### config.mk
export PLATFORM = sky130hd
export DESIGN_NAME = fir_xifu_mem_responder
export DESIGN_NICKNAME = d
export VERILOG_FILES = /design/src/rtl/fir_xifu_mem_responder.sv
export SDC_FILE = /design/constraint.sdc
export NUM_CORES = 1
export LEC_CHECK = 0
export BUFFER_PORTS_ARGS = -buffer_cell sky130_fd_sc_hd__clkbuf_2
export CORE_MARGIN = 5
export CORE_UTILIZATION = 39
export CTS_CLUSTER_DIAMETER = 80
export DETAILED_ROUTE_END_ITERATION = 8
export PLACE_DENSITY_LB_ADDON = 0.2
export SYNTH_ARGS = -nofsm -noshare
export SYNTH_HDL_FRONTEND = slang
export SYNTH_SLANG_ARGS = --single-unit
### constraint.sdc
create_clock -name clk_i -period 2.63 [get_ports clk_i]
set_input_delay 0.263 -clock clk_i [delete_from_list [all_inputs] [get_ports clk_i]]
set_output_delay 0.263 -clock clk_i [all_outputs]
set_load 0.1 [all_outputs]
### src/rtl/fir_xifu_mem_responder.sv
// Core-side XIF mem/mem_result responder: checks each coprocessor memory request,
// forwards legal ones to a single OBI data port and returns OBI responses in order.
module fir_xifu_mem_responder #(
    parameter int unsigned X_ID_WIDTH      = 4,
    parameter int unsigned MAX_OUTSTANDING = 2,
    parameter logic [31:0] ADDR_BASE       = 32'h1000_0000,
    parameter logic [31:0] ADDR_SIZE       = 32'h0001_0000
) (
    input  logic                  clk_i,
    input  logic                  rst_ni,
    input  logic                  clear_i,
    // XIF memory request / response
    input  logic                  x_mem_valid_i,
    output logic                  x_mem_ready_o,
    input  logic [X_ID_WIDTH-1:0] x_mem_id_i,
    input  logic [31:0]           x_mem_addr_i,
    input  logic                  x_mem_we_i,
    input  logic [2:0]            x_mem_size_i,
    input  logic [3:0]            x_mem_be_i,
    input  logic [31:0]           x_mem_wdata_i,
    output logic                  x_mem_resp_exc_o,
    output logic [5:0]            x_mem_resp_exccode_o,
    // XIF memory result
    output logic                  x_mem_result_valid_o,
    output logic [X_ID_WIDTH-1:0] x_mem_result_id_o,
    output logic [31:0]           x_mem_result_rdata_o,
    output logic                  x_mem_result_err_o,
    // OBI data port
    output logic                  data_req_o,
    input  logic                  data_gnt_i,
    output logic [31:0]           data_addr_o,
    output logic                  data_we_o,
    output logic [3:0]            data_be_o,
    output logic [31:0]           data_wdata_o,
    input  logic                  data_rvalid_i,
    input  logic [31:0]           data_rdata_i,
    input  logic                  data_err_i
);

    localparam int unsigned PTR_W = (MAX_OUTSTANDING > 1) ? $clog2(MAX_OUTSTANDING) : 1;
    localparam int unsigned CNT_W = $clog2(MAX_OUTSTANDING + 1);
    localparam logic [PTR_W-1:0] LAST_PTR = PTR_W'(MAX_OUTSTANDING - 1);
    localparam logic [CNT_W-1:0] FULL_CNT = CNT_W'(MAX_OUTSTANDING);

    // 33-bit bounds so a window ending at 4 GiB does not wrap
    localparam logic [32:0] BASE_33 = {1'b0, ADDR_BASE};
    localparam logic [32:0] END_33  = {1'b0, ADDR_BASE} + {1'b0, ADDR_SIZE};

    localparam logic [5:0] EXC_LOAD_MISALIGN  = 6'd4;
    localparam logic [5:0] EXC_LOAD_FAULT     = 6'd5;
    localparam logic [5:0] EXC_STORE_MISALIGN = 6'd6;
    localparam logic [5:0] EXC_STORE_FAULT    = 6'd7;

    logic                  w_misaligned;
    logic                  w_in_range;
    logic                  w_legal;
    logic                  w_full;
    logic                  w_empty;
    logic                  w_push;
    logic                  w_pop;
    logic [X_ID_WIDTH-1:0] w_head_id;
    logic                  w_head_we;

    logic [X_ID_WIDTH-1:0] r_fifo_id [MAX_OUTSTANDING];
    logic [MAX_OUTSTANDING-1:0] r_fifo_we;
    logic [PTR_W-1:0]      r_wptr;
    logic [PTR_W-1:0]      r_rptr;
    logic [CNT_W-1:0]      r_cnt;

    logic                  r_res_valid;
    logic [X_ID_WIDTH-1:0] r_res_id;
    logic [31:0]           r_res_rdata;
    logic                  r_res_err;

    function automatic logic [PTR_W-1:0] ptr_inc(input logic [PTR_W-1:0] p);
        return (p == LAST_PTR) ? '0 : p + PTR_W'(1);
    endfunction

    // Sizes above word are illegal and reported as misaligned
    always_comb begin
        w_misaligned = 1'b0;
        case (x_mem_size_i)
            3'd0:    w_misaligned = 1'b0;
            3'd1:    w_misaligned = x_mem_addr_i[0];
            3'd2:    w_misaligned = |x_mem_addr_i[1:0];
            default: w_misaligned = 1'b1;
        endcase
    end

    assign w_in_range = ({1'b0, x_mem_addr_i} >= BASE_33) && ({1'b0, x_mem_addr_i} < END_33);
    assign w_legal    = ~w_misaligned & w_in_range;

    always_comb begin
        x_mem_resp_exc_o     = 1'b0;
        x_mem_resp_exccode_o = 6'd0;
        if (x_mem_valid_i) begin
            if (w_misaligned) begin
                x_mem_resp_exc_o     = 1'b1;
                x_mem_resp_exccode_o = x_mem_we_i ? EXC_STORE_MISALIGN : EXC_LOAD_MISALIGN;
            end else if (!w_in_range) begin
                x_mem_resp_exc_o     = 1'b1;
                x_mem_resp_exccode_o = x_mem_we_i ? EXC_STORE_FAULT : EXC_LOAD_FAULT;
            end
        end
    end

    assign w_full  = (r_cnt == FULL_CNT);
    assign w_empty = (r_cnt == '0);

    assign data_req_o    = x_mem_valid_i & w_legal & ~w_full;
    assign data_addr_o   = {x_mem_addr_i[31:2], 2'b00};
    assign data_we_o     = x_mem_we_i;
    assign data_be_o     = x_mem_be_i;
    assign data_wdata_o  = x_mem_wdata_i;
    assign x_mem_ready_o = x_mem_resp_exc_o | (data_req_o & data_gnt_i);

    assign w_push    = data_req_o & data_gnt_i & ~clear_i;
    assign w_pop     = data_rvalid_i & ~w_empty & ~clear_i;
    assign w_head_id = r_fifo_id[r_rptr];
    assign w_head_we = r_fifo_we[r_rptr];

    // Payload storage needs no reset: only entries below r_cnt are ever read
    always_ff @(posedge clk_i) begin
        if (w_push) begin
            r_fifo_id[r_wptr] <= x_mem_id_i;
            r_fifo_we[r_wptr] <= x_mem_we_i;
        end
    end

    always_ff @(posedge clk_i or negedge rst_ni) begin
        if (!rst_ni) begin
            r_wptr <= '0;
            r_rptr <= '0;
            r_cnt  <= '0;
        end else if (clear_i) begin
            r_wptr <= '0;
            r_rptr <= '0;
            r_cnt  <= '0;
        end else begin
            if (w_push) r_wptr <= ptr_inc(r_wptr);
            if (w_pop)  r_rptr <= ptr_inc(r_rptr);
            case ({w_push, w_pop})
                2'b10:   r_cnt <= r_cnt + CNT_W'(1);
                2'b01:   r_cnt <= r_cnt - CNT_W'(1);
                default: r_cnt <= r_cnt;
            endcase
        end
    end

    always_ff @(posedge clk_i or negedge rst_ni) begin
        if (!rst_ni) begin
            r_res_valid <= 1'b0;
            r_res_id    <= '0;
            r_res_rdata <= '0;
            r_res_err   <= 1'b0;
        end else if (clear_i) begin
            r_res_valid <= 1'b0;
        end else begin
            r_res_valid <= w_pop;
            if (w_pop) begin
                r_res_id    <= w_head_id;
                r_res_rdata <= w_head_we ? 32'd0 : data_rdata_i;
                r_res_err   <= data_err_i;
            end
        end
    end

    assign x_mem_result_valid_o = r_res_valid;
    assign x_mem_result_id_o    = r_res_id;
    assign x_mem_result_rdata_o = r_res_rdata;
    assign x_mem_result_err_o   = r_res_err;

    // OBI responses with nothing outstanding, and flushes mid-transaction, are protocol errors
    a_rvalid_when_empty: assert property (@(posedge clk_i) disable iff (!rst_ni)
        !(data_rvalid_i && w_empty))
        else $error("rvalid with no outstanding request");

    a_clear_when_busy: assert property (@(posedge clk_i) disable iff (!rst_ni)
        !(clear_i && !w_empty))
        else $error("clear asserted with OBI transaction outstanding");

endmodule

# Yosys cells after proc, flatten, opt, wreduce, memory -nomap -nowiden
# Memories as Yosys holds them, arrays and structs flattened. A register that Yosys moved wholly into a read port is not among the register bits.
# Index checks and enable logic that the tools add are counted.
[totals]
ff_bits = 40
latch_bits = 0
ramBits = 8
romBits = 0
inputBits = 115
out_inout_bits = 116
mem_count = 1
[mem_list]
columns = ["name", "depth", "word_bits", "rd", "rd_ports_with_merged_regs", "wr", "line_no", "text"]
rows = [
  ["r_fifo_id", 2, 4, 1, 1, 1, "64", "logic [X_ID_WIDTH-1:0] r_fifo_id [MAX_OUTSTANDING];"],
]
[op_classes]
add_sub_neg = 4
n_mul = 0
div = 0
magnitude_cmp = 5
eq_ne = 5
shifts = 0
muxes = 26
bitwise = 12
reduce_logical = 10
[op_table]
columns = ["op", "count"]
rows = [
  ["$ge 32x29->1 const B", 1],
  ["$lt 32x29->1 const B", 1],
  ["$mux 32", 1],
  ["$mux 1", 15],
  ["$mux 3", 3],
  ["$and 1x1->1", 7],
  ["$mux 2", 3],
  ["$eq 2x2->1 const B", 2],
  ["$lt 1x2->1 const B", 2],
  ["$not 1->1", 4],
  ["$pmux 2 s2", 1],
  ["$reduce_bool 2->1", 2],
  ["$eq 3x1->1 const B", 1],
  ["$eq 3x2->1 const B", 1],
  ["$logic_not 3->1", 1],
  ["$pmux 1 s3", 1],
  ["$reduce_bool 3->1", 1],
  ["$add 1x1->1 const B", 2],
  ["$add 2x1->2 const B", 1],
  ["$bwmux 2", 1],
  ["$eq 2x1->1 const B", 1],
  ["$logic_and 1x1->1", 2],
  ["$logic_not 2->1", 1],
  ["$reduce_and 2->1", 1],
  ["other kinds (6)", 6],
]

# Depth between registers and ports, before layout
[depth]
depth_word = 11
mapped_depth = 7
ltp_nobuf = 5

# Worst setup path after synthesis
# No wires, ideal clock.
[synth_timing]
kind = "input port to output port"
startpoint = "input x_mem_addr_i[24]"
endpoint = "output data_req_o"
arrival_time_ns = 2.859
required_time_ns = 2.367
path_slack_ns = -0.492
path_stages = 3
cell_sequence = "nor4b_4 > nand4_4 > nor3_1"
[synth_via]
elab_chain_cells = 5
elab_cells_between_ends = 6
classes_between = "order compare: 2; bitwise: 3; reduce/logical: 1"
[synth_rtl]
columns = ["item", "line_no", "text"]
rows = [
  ["start, declared", "16", "input logic [31:0] x_mem_addr_i,"],
  ["$ge 32x29->1 / $lt 32x29->1 (equally long branches)", "90", "assign w_in_range = ({1'b0, x_mem_addr_i} >= BASE_33) && ({1'b0, x_mem_addr_i} < END_33);"],
  ["$logic_and 1x1->1 (*)", "90", ""],
  ["$and 1x1->1 (*)", "91", "assign w_legal = ~w_misaligned & w_in_range;"],
  ["$and 1x1->1 (*) (2 in series)", "110", "assign data_req_o = x_mem_valid_i & w_legal & ~w_full;"],
  ["end, declared", "29", "output logic data_req_o,"],
]
# Mark *: on every way between the ends. The rest lies on a longest branch, timed or not.

# Worst setup path in the final report
[layout_timing]
startpoint = "register r_cnt[0]"
endpoint = "output x_mem_ready_o"
[layout_via]
elab_chain_cells = 5
[layout_rtl]
columns = ["item", "line_no", "text"]
rows = [
  ["start, declared", "68", "logic [CNT_W-1:0] r_cnt;"],
  ["start signal, assigned", "143", "2'b10: r_cnt <= r_cnt + CNT_W'(1);"],
  ["start signal, assigned", "144", "2'b01: r_cnt <= r_cnt - CNT_W'(1);"],
  ["start signal, assigned", "145", "default: r_cnt <= r_cnt;"],
  ["$eq 2x2->1", "107", "assign w_full = (r_cnt == FULL_CNT);"],
  ["$not 1->1", "110", ""],
  ["$and 1x1->1", "110", ""],
  ["$and 1x1->1", "115", "assign x_mem_ready_o = x_mem_resp_exc_o | (data_req_o & data_gnt_i);"],
  ["$or 1x1->1", "115", ""],
  ["end, declared", "14", "output logic x_mem_ready_o,"],
]
# Every way passes these cells.

==> run metrics <==
outcome=finished clean; largest net degree at the start of global routing=42; startpoint types=register; pre-CTS WS=0.436 ns; ANT nets after route=0; synthesized area=0.00278 sq mm; ANT cells=0; fin util=45.3%; Gate Count Post-Synth=291; HP Start=x_mem_id_i[1]; Final #Nets=465; Layout area overhead=12.2%; Slew HR=61.1%; Period Utilization, post-route=81.7%; RSZ-0062 raised after global routing=false; Ys Warns=0; Crit path max-delay family=simple AND/OR/NAND/NOR gates; placed insts=438; Hold Slack=0.155 ns; Tmin final=2.15 ns; kind of end point of the critical path=primary output; # port buffers=125; via/cell ratio=4.63; Final Non-Filler Cells=447; Overall Power=1.79 mW; CP bufs+invs=1; CTS resizes=0; Die Span Y=94.4 um; Clock Root Buffer=clkbuf_8; Worst R2R Setup Slack=0.75 ns; max frequency=0.465 GHz; total CTS buffers=5; first-pass GRT wire length=9730 um; vias in the first global route=2085; Total GRT Usage=13.8%; Leakage Power=1.69 nW; Residual DRC=0; post-place instance area=0.00302 sq mm; WHS Endpoint=r_fifo_id[0][1]; CTS H-tree depth=2; MaxCap Viol Count=0; worst-path maximum fanout=5; Max stage delay on crit path=0.52 ns; GPL Wtd Cong=0.760; final instance area=0.00311 sq mm; IO Count=231; die area=0.00890 sq mm; crit-path cells=nand2b_1, nand2_1, or4_4, nand2b_2, buf_4; # clock sinks=52; critical path class=reg2out; Clock Path Buffers=2; setup TNS=0 ns; Max rail drop VDD=0.252 mV; worst setup margin=0.481 ns; global route overflow=0; final hold vios=0; sequential share of the synthesized area=48.7%; initial core utilization=40.4%; CTS clk-pin slew, worst paths=0.09 ns; final setup violation count=0; WL final=6170 um; total number of vias=2071; Worst-Margin Slew=0.582 ns; Slew Viols, Final=0; Syn Area/Cell=9.54 sq um; CP Data Arrival Time=1.89 ns; top cells by area, synth=dfrtp_1 (38%), buf_4 (19%), edfxtp_1 (11%); Worst Hold Depth=1; initial antenna violation count=0; Synth area leader=dfrtp_1; Reg2Reg Depth=5; initial DRC count=36; worst min-delay path class=in2reg; layout cells sized above 1=42.5%; Fin Clk Skew=0.00477 ns; FF-to-FF End=r_fifo_id[1][0]; drt first pass iters=4; Worst Path Required=2.37 ns; hpwl dp=4740 um; Die X=94.4 um; Clock Latency Late Sink=0.29 ns; Pwr per Cell Area=576 mW/mm^2; CTS tree=done; area share of the largest cell type after synthesis=37.9%; CP max stage cell=or4_4; Synth cell types=32; FF-to-FF Start=r_cnt[0]; Row Count=30; Std-Cell Core Area=0.00687 sq mm; Synth Register Bits=52; drt wl/cell=13.8 um
cell type report:
cell class	instances	area, sq um
fill	680	3760
tap	96	120
clock inverter	2	11.3
inverter	3	11.3
timing repair buffer	132	683
multi-input combinational	156	863
clock buffer	6	72.6
sequential	52	1350
layout by cell type, fill, tap and decap left out, drive strengths merged, types with 2 or more instances in the layout:
| cell type | Yosys | routed |
|---|---|---|
| nand2b | 3 | 3 |
| mux2i | 5 | 5 |
| a21oi | 3 | 3 |
| dfrtp | 42 | 42 |
| nor2 | 3 | 3 |
| nor4 | 4 | 4 |
| xor2 | 2 | 2 |
| o21ai | 5 | 5 |
| clkbuf | 12 | 130 |
| nand3 | 33 | 33 |
| or4 | 2 | 2 |
| edfxtp | 10 | 10 |
| o21a | 2 | 2 |
| nor3 | 4 | 4 |
| inv | 3 | 3 |
| nand2 | 74 | 74 |
| buf | 72 | 7 |
| conb | 1 | 5 |
registers in the layout (all words and copies together) (netlist names):
name and flops:
r_wptr 1, r_cnt 2, r_fifo_we 2, x_mem_result_err_o 1
x_mem_result_id_o 4, x_mem_result_valid_o 1, r_fifo_id 8, x_mem_result_rdata_o 32
r_rptr 1
cell usage after synthesis, drive strengths merged:
cell type	count
o31ai	1
a21oi	3
nand2	74
o21ai	5
nor4	4
o31a	1
edfxtp	10
o311a	1
dfrtp	42
nand2b	3
and2	1
inv	3
xor2	2
o21a	2
mux2	1
conb	1
nand4	1
nor4b	1
buf	72
clkbuf	12
nor3	4
or2	1
or4	2
nand3	33
mux2i	5
o21bai	1
nor2	3
nor3b	1
o41ai	1
what timing repair did:
action	4_1_cts	5_1_grt
hold buffers	1	0
hold endpoints to repair	18	0
setup buffers	0	0
power by group:
part / internal, mW / switching, mW
clock network: 0.185 / 0.249
logic: 0.0795 / 0.423
registers: 0.844 / 0.0120
total: 1.11 / 0.684
per-layer routing:
layer  share of wire (%)  vias to the layer above  track usage [%]  wire length (um)
li1                    -                     1000                -                 -
met1                  40                      942             15.4              2500
met2                  47                      119             24.9              2930
met3                  11                       10             4.86               667
met4                 1.3                        0             3.73                80
met5                   0                        -                0                 0
cells by family after synthesis:
| family | synth area share, % |
|---|---|
| XOR/XNOR | 0.631 |
| other | 0.135 |
| flip-flops | 48.7 |
| multiplexers | 2.21 |
| AND/OR/NAND/NOR | 23.3 |
| AO/OA/AOI/OAI | 3.52 |
| buffers and inverters | 21.5 |
how the worst max path moves through the flow:
stage	from	end	depth (start not counted)
3_3_place_gp	x_mem_addr_i[24]	r_fifo_id[1][2]	6
2_1_floorplan	x_mem_size_i[0]	x_mem_resp_exccode_o[1]	4
3_5_place_dp	x_mem_addr_i[24]	r_fifo_id[1][0]	6
5_1_grt	r_cnt[0]	x_mem_ready_o	5
4_1_cts	r_cnt[0]	x_mem_ready_o	5
6_report	r_cnt[0]	x_mem_ready_o	5
Power figures use the tool's default switching activity.
